### config.mk
export PLATFORM = sky130hd
export DESIGN_NAME = status_register_flat
export DESIGN_NICKNAME = d
export VERILOG_FILES = /design/src/rtl/status_pkg.sv /design/src/rtl/status_register_if.sv /design/src/rtl/status_stack.sv /design/src/rtl/status_register.sv /design/src/flat_wrapper.sv
export SDC_FILE = /design/constraint.sdc
export NUM_CORES = 1
export LEC_CHECK = 0
export ABC_AREA = 1
export BUFFER_PORTS_ARGS = -buffer_cell sky130_fd_sc_hd__clkbuf_2
export CORE_MARGIN = 10
export CORE_UTILIZATION = 48
export DETAILED_ROUTE_END_ITERATION = 12
export PLACE_DENSITY = 0.85
export RECOVER_POWER = 25
export SETUP_SLACK_MARGIN = 0.02
export SLEW_MARGIN = 20
export SYNTH_ARGS = -nofsm -noshare
export SYNTH_HDL_FRONTEND = slang
export SYNTH_SLANG_ARGS = --single-unit
### constraint.sdc
create_clock -name clk -period 1.6 [get_ports clk]
set_input_delay 0.08 -clock clk [delete_from_list [all_inputs] [get_ports clk]]
set_output_delay 0.08 -clock clk [all_outputs]
set_load 0.005 [all_outputs]
### src/rtl/status_pkg.sv
// NZCV flag register shared definitions.
// Also imported by the condition checker.
package status_pkg;

  localparam int Z_BIT = 3;
  localparam int C_BIT = 2;
  localparam int N_BIT = 1;
  localparam int V_BIT = 0;

  typedef logic [3:0] nzcv_t;

  localparam nzcv_t NZCV_RST = 4'b0000;

  // Builds a flag word in {Z,C,N,V} order.
  function automatic nzcv_t mk_nzcv(
    input logic n,
    input logic z,
    input logic c,
    input logic v
  );
    nzcv_t f;
    f        = NZCV_RST;
    f[Z_BIT] = z;
    f[C_BIT] = c;
    f[N_BIT] = n;
    f[V_BIT] = v;
    return f;
  endfunction

endpackage

### src/rtl/status_register_if.sv
// Request/response bundle of the flag register.
// master drives requests, slave is the register.
interface status_register_if
  import status_pkg::*;
#(
  parameter int DEPTH = 4,
  localparam int CW = $clog2(DEPTH + 1)
);

  logic          stall;
  logic          s_en;
  nzcv_t         alu_flags;
  logic          msr_we;
  nzcv_t         msr_data;
  logic          push;
  logic          pop;
  logic          err_clr;
  nzcv_t         status;
  logic [CW-1:0] depth_cnt;
  logic          full;
  logic          empty;
  logic          ovf_err;
  logic          unf_err;
  logic          pp_err;

  modport master (
    output stall, s_en, alu_flags,
    output msr_we, msr_data,
    output push, pop, err_clr,
    input  status, depth_cnt,
    input  full, empty,
    input  ovf_err, unf_err, pp_err
  );

  modport slave (
    input  stall, s_en, alu_flags,
    input  msr_we, msr_data,
    input  push, pop, err_clr,
    output status, depth_cnt,
    output full, empty,
    output ovf_err, unf_err, pp_err
  );

endinterface

### src/rtl/status_stack.sv
// LIFO of saved flag words for exception entry/return.
// Entries are not cleared on reset; only the count is.
module status_stack
  import status_pkg::*;
#(
  parameter int DEPTH = 4,
  localparam int CW = $clog2(DEPTH + 1),
  localparam int AW = $clog2(DEPTH)
) (
  input  logic          clk,
  input  logic          rst_n,
  input  logic          push_en,
  input  logic          pop_en,
  input  nzcv_t         din,
  output nzcv_t         top,
  output logic [CW-1:0] depth_cnt,
  output logic          full,
  output logic          empty
);

  nzcv_t         mem [DEPTH];
  logic [CW-1:0] cnt_q;
  logic [AW-1:0] wr_idx;
  logic [AW-1:0] rd_idx;

  assign wr_idx    = AW'(cnt_q);
  assign rd_idx    = AW'(cnt_q - 1'b1);
  assign top       = mem[rd_idx];
  assign depth_cnt = cnt_q;
  assign full      = (cnt_q == CW'(DEPTH));
  assign empty     = (cnt_q == '0);

  // Occupancy count; enables are pre-qualified by the caller.
  always_ff @(posedge clk) begin
    if (!rst_n) begin
      cnt_q <= '0;
    end else if (push_en) begin
      cnt_q <= cnt_q + 1'b1;
    end else if (pop_en) begin
      cnt_q <= cnt_q - 1'b1;
    end
  end

  // Entry storage, written at the current count.
  always_ff @(posedge clk) begin
    if (push_en) begin
      mem[wr_idx] <= din;
    end
  end

endmodule

### src/rtl/status_register.sv
// NZCV flag register with save/restore stack.
// STATUS_FWD_EN: forward pending flag update onto status.
module status_register
  import status_pkg::*;
#(
  parameter int DEPTH = 4
) (
  input logic               clk,
  input logic               rst_n,
  status_register_if.slave  bus
);

  nzcv_t flags_q;
  nzcv_t flags_d;
  nzcv_t stk_top;
  logic  stk_full;
  logic  stk_empty;
  logic  act;
  logic  both;
  logic  push_req;
  logic  pop_req;
  logic  restore;
  logic  push_en;
  logic  pop_en;
  logic  ovf_set;
  logic  unf_set;
  logic  pp_set;
  logic  ovf_q;
  logic  unf_q;
  logic  pp_q;

  assign act      = !bus.stall;
  assign both     = bus.push && bus.pop;
  assign push_req = bus.push && !bus.pop;
  assign pop_req  = bus.pop && !bus.push;
  assign restore  = pop_req && !stk_empty;

  assign push_en = rst_n && act && push_req && !stk_full;
  assign pop_en  = rst_n && act && restore;

  assign ovf_set = act && push_req && stk_full;
  assign unf_set = act && pop_req && stk_empty;
  assign pp_set  = act && both;

  // Flag source priority: restore, direct write, ALU.
  always_comb begin
    flags_d = flags_q;
    if (restore) begin
      flags_d = stk_top;
    end else if (bus.msr_we) begin
      flags_d = bus.msr_data;
    end else if (bus.s_en) begin
      flags_d = bus.alu_flags;
    end
  end

  // Architectural flags, frozen while stalled.
  always_ff @(posedge clk) begin
    if (!rst_n) begin
      flags_q <= NZCV_RST;
    end else if (act) begin
      flags_q <= flags_d;
    end
  end

  // Sticky error bits; a new error beats a clear.
  always_ff @(posedge clk) begin
    if (!rst_n) begin
      ovf_q <= 1'b0;
      unf_q <= 1'b0;
      pp_q  <= 1'b0;
    end else begin
      ovf_q <= (ovf_q && !bus.err_clr) || ovf_set;
      unf_q <= (unf_q && !bus.err_clr) || unf_set;
      pp_q  <= (pp_q && !bus.err_clr) || pp_set;
    end
  end

  status_stack #(
    .DEPTH (DEPTH)
  ) u_stack (
    .clk       (clk),
    .rst_n     (rst_n),
    .push_en   (push_en),
    .pop_en    (pop_en),
    .din       (flags_d),
    .top       (stk_top),
    .depth_cnt (bus.depth_cnt),
    .full      (stk_full),
    .empty     (stk_empty)
  );

`ifdef STATUS_FWD_EN
  assign bus.status = act ? flags_d : flags_q;
`else
  assign bus.status = flags_q;
`endif

  assign bus.full    = stk_full;
  assign bus.empty   = stk_empty;
  assign bus.ovf_err = ovf_q;
  assign bus.unf_err = unf_q;
  assign bus.pp_err  = pp_q;

endmodule

### src/flat_wrapper.sv
// flat-port wrapper written by rule: the top's interface ports become plain ports
module status_register_flat import status_pkg::*;
#(
  parameter int DEPTH = 4
)
  (clk, rst_n, bus_stall, bus_s_en, bus_alu_flags, bus_msr_we, bus_msr_data, bus_push, bus_pop, bus_err_clr, bus_status, bus_depth_cnt, bus_full, bus_empty, bus_ovf_err, bus_unf_err, bus_pp_err);
  status_register_if #(.DEPTH(DEPTH)) bus_i ();
  input logic clk;
  input logic rst_n;
  input wire logic [$bits(bus_i.stall)-1:0] bus_stall;
  input wire logic [$bits(bus_i.s_en)-1:0] bus_s_en;
  input wire logic [$bits(bus_i.alu_flags)-1:0] bus_alu_flags;
  input wire logic [$bits(bus_i.msr_we)-1:0] bus_msr_we;
  input wire logic [$bits(bus_i.msr_data)-1:0] bus_msr_data;
  input wire logic [$bits(bus_i.push)-1:0] bus_push;
  input wire logic [$bits(bus_i.pop)-1:0] bus_pop;
  input wire logic [$bits(bus_i.err_clr)-1:0] bus_err_clr;
  output wire logic [$bits(bus_i.status)-1:0] bus_status;
  output wire logic [$bits(bus_i.depth_cnt)-1:0] bus_depth_cnt;
  output wire logic [$bits(bus_i.full)-1:0] bus_full;
  output wire logic [$bits(bus_i.empty)-1:0] bus_empty;
  output wire logic [$bits(bus_i.ovf_err)-1:0] bus_ovf_err;
  output wire logic [$bits(bus_i.unf_err)-1:0] bus_unf_err;
  output wire logic [$bits(bus_i.pp_err)-1:0] bus_pp_err;
  assign bus_i.stall = bus_stall;
  assign bus_i.s_en = bus_s_en;
  assign bus_i.alu_flags = bus_alu_flags;
  assign bus_i.msr_we = bus_msr_we;
  assign bus_i.msr_data = bus_msr_data;
  assign bus_i.push = bus_push;
  assign bus_i.pop = bus_pop;
  assign bus_i.err_clr = bus_err_clr;
  assign bus_status = bus_i.status;
  assign bus_depth_cnt = bus_i.depth_cnt;
  assign bus_full = bus_i.full;
  assign bus_empty = bus_i.empty;
  assign bus_ovf_err = bus_i.ovf_err;
  assign bus_unf_err = bus_i.unf_err;
  assign bus_pp_err = bus_i.pp_err;
  status_register #(.DEPTH(DEPTH)) u_core (.clk(clk), .rst_n(rst_n), .bus(bus_i));
endmodule
==> impl_results.md, run 1 <==
- Status: completed
- Max-slew violations: 0
- Most frequent cell after synthesis: nand2_1
- Via density per instance: about 5
- CP arrival: ~1500 ps
- Slew headroom: 82.65%
- Crit start category: flip-flop
- Final Wtd Congestion: between 0.8 and 0.9
- Final WL: 3214 um
- Clock Sink Count: 26
- Clk buf depth: 2
- Syn avg cell area: 8.670 sq um
- Root buffer cell: clkbuf_4
- Clk_lat worst skew: 310 ps
- Sequential fraction of the synthesis area: 50.32%
- Final hold vios: 0
- Critical Path Max Stage Delay: 350 ps
- Cells after synthesis: 156
- Post-DR wirelength/cell: between 10 and 15 um
- RSZ-0062 raised after global routing: false
- Number of port buffers: 27
- Setup Crit Path Kind: reg -> reg
- Dpl cell area: 1598 sq um
- First drt pass iteration count: 4
- Fin Setup TNS: 0 ps
- Synthesized Nets: 178
- Synth top area share: 35.52%
- TritonCTS clock tree: yes
- Final worst clock skew: approximately 7.3 ps
- Post-CTS Setup Repair Bufs: 0
- Crit share post-route: 94.82%
- Detailed-route DRC error count: 0
- Mapped cell area: 1353 sq um
- Yosys cell types: 20
- Synth-to-Final Area Change: 22.20%
- Synth cell count leaders: 34 x nand2_1, 23 x nand3_1, 17 x nor2_1
- Primary FF master, synth: edfxtp_1
- Worst-path clk slew: 140 ps
- Leak: approximately 0.75 nW
- VDD IR max: 0.6163 mV
- IO Count: 28
- CP endpoint kind: flip-flop
- Layout cell share with drive strength beyond 1: 33.67%
- Ys Warns: 0
- Max cap viols: 0
- Fin nets: 219
- Peak Freq: about 0.66 GHz
- Vias in the first global route: 1167
- Maximum number of pins on one net before global-route repair: 15
- DRT iter0 DRCs: 69
- All-Layer GR Usage: around an eighth
- Tmin final: 1517 ps
- Hpwl dp: 2570 um
- Path category of the worst min-delay check: in -> reg
- Starting Density: 49.47%
- Final setup vio count: 0
- Antenna Cells: 0
- Post-synth EDFFs: 16
- Top post-synthesis cells by area: edfxtp_1 36%, dfxtp_1 15%, nand2_1 9.4%, nand3_1 8.5%, ha_1 5.6%
- Initial antenna violation count: 0
- WP data required: ~1600 ps
- H-tree depth: 1
- Synth area leader: edfxtp_1
- Slowest-stage cell, CP: dfxtp_2
- CP cell instances: inv_1 > ha_1 > nand2_1 > nand3_1 > nor2_1 > nand2_1 > inv_1
- Via Count: approximately 1200
- Antenna Nets Post-Route: 0
- First-pass GRT wire length: 5506 um
- CORE AREA: 2734 sq um
- DIE HEIGHT: 73.09 um
- Num rows: 19
- Fin area: between 1500 and 2000 sq um
- CP max FO: 4
- Post-synth ARST share: 0%
- Placed instance count: 223
- Worst-margin pin slew: around 260 ps
- CTS Buf Count: 3
- DIE AREA: approximately 5300 sq um
- Non-Filler Instances: 227
- Power Density: 723.5 nW/um^2
- Global route overflow: 0
- Die Width: approximately 73 um
- Synth Register Bits: 26
timing repair:
item | in CTS | in global routing
gates resized for setup | 1 | 12
hold buffers | 0 | 0
hold endpoints to repair | 0 | 0
pin swaps | 0 | 1
endpoints found under the setup margin | 16 | 23
stage by stage:
step	hold WS (ps)	worst slack (ps)	util, %	power [W]
floorplan	194.4	30.46	-	0.0008563
global placement	380.8	86.37	58.44	0.0009238
detailed placement	380.6	19.06	58.44	0.0009292
CTS	55.79	47.57	59.59	0.001192
global route	59.99	2.371	60.46	0.001259
finish	56.79	82.94	60.46	0.001196
registers in the layout, summed over array words and instances, names as in the netlist:
signal	flops
u_core.bus.ovf_err	1
u_core.bus.pp_err	1
u_core.bus.status	4
u_core.bus.unf_err	1
u_core.u_stack.depth_cnt	3
u_core.u_stack.mem	16
worst max-delay path, delay by kind of cell, from the launching register on:
kind                       cells  cell delay [ps]
DFF                            1              350
buffers and inverters          2              260
and+or+nand+nor                4              430
adders and majority gates      1              190
cell usage in the layout, fill, tap and decap left out:
cell,instances
a21oi_2,1
buf_4,9
clkbuf_1,7
clkbuf_2,21
clkbuf_4,3
clkinv_1,1
dfxtp_1,8
dfxtp_2,2
edfxtp_1,16
ha_1,4
ha_2,2
inv_1,14
inv_2,10
inv_4,1
nand2_1,31
nand2_2,4
nand2_4,4
nand3_1,20
nand3_2,2
nand3_4,1
nand4_1,1
nor2_1,16
nor2_2,2
nor2_4,2
o21ai_1,4
o21ai_2,2
o32ai_1,3
or2_1,5
metal layers:
layer	track usage (%)	routed length (um)
met1	15.67	1442
met2	19.87	1512
met3	2.857	181
met4	7.173	77
met5	0	0
where the power goes:
group          switching (W)  internal [W]
clock network       0.000182     0.0000910
logic               0.000110     0.0000691
registers          0.0000110      0.000732
total               0.000303      0.000892
worst paths after layout:
| check | start | to | slack, ps | cells past startpoint |
|---|---|---|---|---|
| worst min register to register | u_core.bus.unf_err$_SDFF_PN0_ | u_core.bus.unf_err$_SDFF_PN0_ | 480 | 2 |
| worst min-delay path | rst_n | u_core.u_stack.depth_cnt[2]$_SDFFE_PN0P_ | 60 | 3 |
| worst max-delay path | u_core.u_stack.depth_cnt[1]$_SDFFE_PN0P_ | u_core.u_stack.mem[3][2]$_DFFE_PP_ | 80 | 7 |
| worst max register to register | u_core.u_stack.depth_cnt[1]$_SDFFE_PN0P_ | u_core.u_stack.mem[3][2]$_DFFE_PP_ | 80 | 7 |
final cells by class:
| class | count | area [sq um] |
|---|---|---|
| flip-flops and latches | 26 | 683.2 |
| well taps | 31 | 38.79 |
| multi-input cells | 104 | 609.3 |
| inverters | 25 | 96.34 |
| repair buffers | 37 | 198.9 |
| clock buffers | 3 | 22.52 |
| clock inverters | 1 | 3.754 |
| fillers | 245 | 1081 |
kinds of logic after synthesis:
logic type,count (synthesis),synth area share [%]
buffers and inverters,26,7.678
adder cells (fa/ha/maj),6,5.550
AO/OA/AOI/OAI,10,5.088
AND/OR/NAND/NOR,88,31.36
flip-flops,26,50.32
Power figures use the tool's default switching activity.
==> inputs of run 2 (changes only) <==
--- a/config.mk
+++ b/config.mk
@@ -5,12 +5,11 @@
 export SDC_FILE = /design/constraint.sdc
 export NUM_CORES = 1
 export LEC_CHECK = 0
-export ABC_AREA = 1
 export BUFFER_PORTS_ARGS = -buffer_cell sky130_fd_sc_hd__clkbuf_2
 export CORE_MARGIN = 10
-export CORE_UTILIZATION = 48
+export CORE_UTILIZATION = 47
 export DETAILED_ROUTE_END_ITERATION = 12
-export PLACE_DENSITY = 0.85
+export PLACE_DENSITY = 0.84
 export RECOVER_POWER = 25
 export SETUP_SLACK_MARGIN = 0.02
 export SLEW_MARGIN = 20
==> impl_results.md, run 2 <==
- Synthesized Nets: 125 (-30%)
- Placed instance count: 163 (-27%)
- DIE HEIGHT: 71.80 um (-1.8%)
- Top reg by flops: u_core.u_stack.mem
- Fill cells: 210 (-14%)
- Number of port buffers: 27 (unchanged)
- Starting Density: 50.00% (+0.53 points)
- Final hold vios: 0 (unchanged)
- VDD IR max: 0.4256 mV (-31%)
- Setup Crit Path Kind: reg -> reg
- Top post-synthesis cells by area: edfxtp_1 38%, dfxtp_1 16%, mux4_2 7.1%, ha_1 6.0%, nand2_1 5.1%
- Power Density: 778.7 nW/um^2 (+7.6%)
- CP endpoint kind: flip-flop
- Crit path launch: u_core.u_stack.depth_cnt[0]$_SDFFE_PN0P_
- Most frequent cell after synthesis: nand2_1
- WP data required: 1660 ps (+40 ps)
- First drt pass iteration count: 4 (unchanged)
- Primary FF master, synth: edfxtp_1
- Synth Register Bits: 26 (unchanged)
- Initial antenna violation count: 0 (unchanged)
- Synth area leader: edfxtp_1
- Via density per instance: 5.506 (+8.3%)
- Synth cell count leaders: 17 x nand2_1, 16 x edfxtp_1, 10 x dfxtp_1
- Sequential Area: 685.7 sq um (+0.37%)
- CP max FO: 4 (unchanged)
- DRT iter0 DRCs: 33 (-52%)
- CORE AREA: 2522 sq um (-7.7%)
- All-Layer GR Usage: 10.79% (-1.9 points)
- Most common cell after layout, fill and taps aside: clkbuf_2
- Peak Freq: 0.6496 GHz (-1.5%)
- Worst-path clk slew: 130 ps (about the same)
- Global route overflow: 0 (unchanged)
- Non-Filler Instances: 168 (-26%)
- Yosys cell types: 29 (+45%)
- CP arrival: 1590 ps (+60 ps)
- Fin area: 1570 sq um (-5.0%)
- Path category of the worst min-delay check: in -> reg
- Worst Setup EP: u_core.u_stack.mem[3][1]$_DFFE_PP_
- Fin Hold WS: 100.4 ps (+43.66 ps)
- TritonCTS clock tree: yes
- Cells after synthesis: 103 (-34%)
- Layout cell share with drive strength beyond 1: 37.68% (+4.0 points)
- Dpl cell area: 1500 sq um (-6.1%)
- Hpwl dp: 2171 um (-16%)
- Multi-input logic area: 609.3 sq um (unchanged)
- IO Count: 28 (unchanged)
- Max cap viols: 0 (unchanged)
- FF-to-FF End: u_core.u_stack.mem[3][1]$_DFFE_PP_
- Slew headroom: 80.52% (-2.1 points)
- Clk_lat worst skew: 320 ps (about the same)
- CTS Buf Count: 3 (unchanged)
- Detailed-route DRC error count: 0 (unchanged)
- Clk buf depth: 2 (unchanged)
- Mapped cell area: 1261 sq um (-6.8%)
- Syn avg cell area: 12.24 sq um (+41%)
- Final worst clock skew: 4.854 ps (-2.435 ps)
- Antenna Cells: 0 (unchanged)
- Tmin final: 1539 ps (+22.39 ps)
- H-tree depth: 1 (unchanged)
- First-pass GRT wire length: 4498 um (-18%)
- Root buffer cell: clkbuf_4
- Vias in the first global route: 993 (-15%)
- Via Count: 925 (-20%)
- Leak: 0.6108 nW (-19%)
- Clock Sink Count: 26 (unchanged)
- R2r setup slk: 60 ps (-20 ps)
- Final Wtd Congestion: 0.7789 (-7.3%)
- Die Width: 71.80 um (-1.8%)
- Most frequent cells in the layout: 20 x clkbuf_2, 16 x nand2_1, 16 x edfxtp_1
- Worst-margin pin slew: 290.9 ps (+30.70 ps)
- Ys Warns: 0 (unchanged)
- Final WL: 2800 um (-13%)
- Fin nets: 161 (-26%)
- RSZ-0062 raised after global routing: true
- Critical R2R Launch: u_core.u_stack.depth_cnt[0]$_SDFFE_PN0P_
- Num rows: 18 (-1)
- Synth-to-Final Area Change: 24.50%
- Crit start category: flip-flop
- Sequential fraction of the synthesis area: 53.97% (+3.6 points)
- Maximum number of pins on one net before global-route repair: 15 (unchanged)
- Post-synth ARST share: 0% (unchanged)
- Post-synth EDFFs: 16 (unchanged)
- Final setup vio count: 0 (unchanged)
- Min-delay src: bus_err_clr
- Status: completed
- Reg2Reg Depth: 7 (unchanged)
- DIE AREA: 5155 sq um (-3.5%)
- Antenna Nets Post-Route: 0 (unchanged)
- Crit share post-route: 96.22% (+1.4 points)
- Synth top area share: 38.10% (+2.6 points)
- Max-slew violations: 0 (unchanged)
- Max reg flops: 16 (unchanged)
- Post-DR wirelength/cell: 16.67 um (+18%)
## run 2: cell count changes in the layout (fill, tap and decap cells not counted), moves of 5 or more
cell,previous run,this run
mux2i_1,0,5
inv_1,14,4
nor2_1,16,0
inv_2,10,2
nand3_1,20,0
or2_1,5,0
nand2_1,31,16
## run 2: worst max-delay path: stages, from the launching register on
cell	delay, ps
dfxtp_4	390
inv_4	50
ha_4	160
ha_4	180
nor2_4	130
nand2_4	80
o211ai_1	130
nand2_1	160
## run 2: logic make-up after synthesis
logic type	count (synthesis)	share of synthesized area [%]
AOI/OAI and AO/OA	19	10.32
xor gates and xnor gates	1	0.6946
adders and majority gates	6	5.952
buffers and inverters	10	3.372
DFF	26	53.97
muxes	9	11.11
and+or+nand+nor	32	14.58
## run 2: per-stage QoR
step           worst slack [ps]  utilization, %  power (W)  setup TNS (ps)
6_report                  60.55           62.25   0.001223               0
3_5_place_dp             -75.14           59.47  0.0009367          -810.6
2_1_floorplan            -53.91               -  0.0008649          -416.1
3_3_place_gp             -15.05           59.47  0.0009250          -60.19
5_1_grt                  -29.12           62.25   0.001274          -124.3
4_1_cts                   20.70           61.31   0.001224               0
## run 2: cell type report
| class | count | area share (%) |
|---|---|---|
| Tap cell | 30 | 2.390 |
| Multi-Input combinational cell | 67 | 38.80 |
| Timing Repair Buffer | 34 | 11.63 |
| Inverter | 7 | 1.833 |
| Sequential cell | 26 | 43.67 |
| Clock buffer | 4 | 1.673 |
## run 2: where the power goes
group,internal [W],switching [W]
clock network,0.0000975,0.000190
logic,0.0000913,0.000101
registers,0.000733,0.00000985
## run 2: worst min-delay path by stage
stage                                             end  slack, ps  cells past startpoint
floorplan           u_core.bus.status[0]$_SDFFE_PN0N_        260                      2
global placement         u_core.bus.pp_err$_SDFF_PN0_        400                      4
detailed placement       u_core.bus.pp_err$_SDFF_PN0_        440                      4
CTS                     u_core.bus.ovf_err$_SDFF_PN0_         90                      4
finish                  u_core.bus.ovf_err$_SDFF_PN0_        100                      4
global route            u_core.bus.ovf_err$_SDFF_PN0_        110                      4
## run 2: routing by layer
layer / track usage (%) / vias up / share of wire (%)
li1: - / 451 / -
met1: 11.54 / 441 / 41
met2: 17.84 / 25 / 50
met3: 3.581 / 8 / 6.9
met4: 6.882 / 0 / 2.8
met5: 0 / - / 0
## run 2: repair_timing
action / 4_1_cts / 5_1_grt
endpoints found under the setup margin: 18 / 22
hold buffers: 0 / 0
resized for setup: 5 / 9
buffers inserted: 0 / 1
pin swaps: 2 / 6
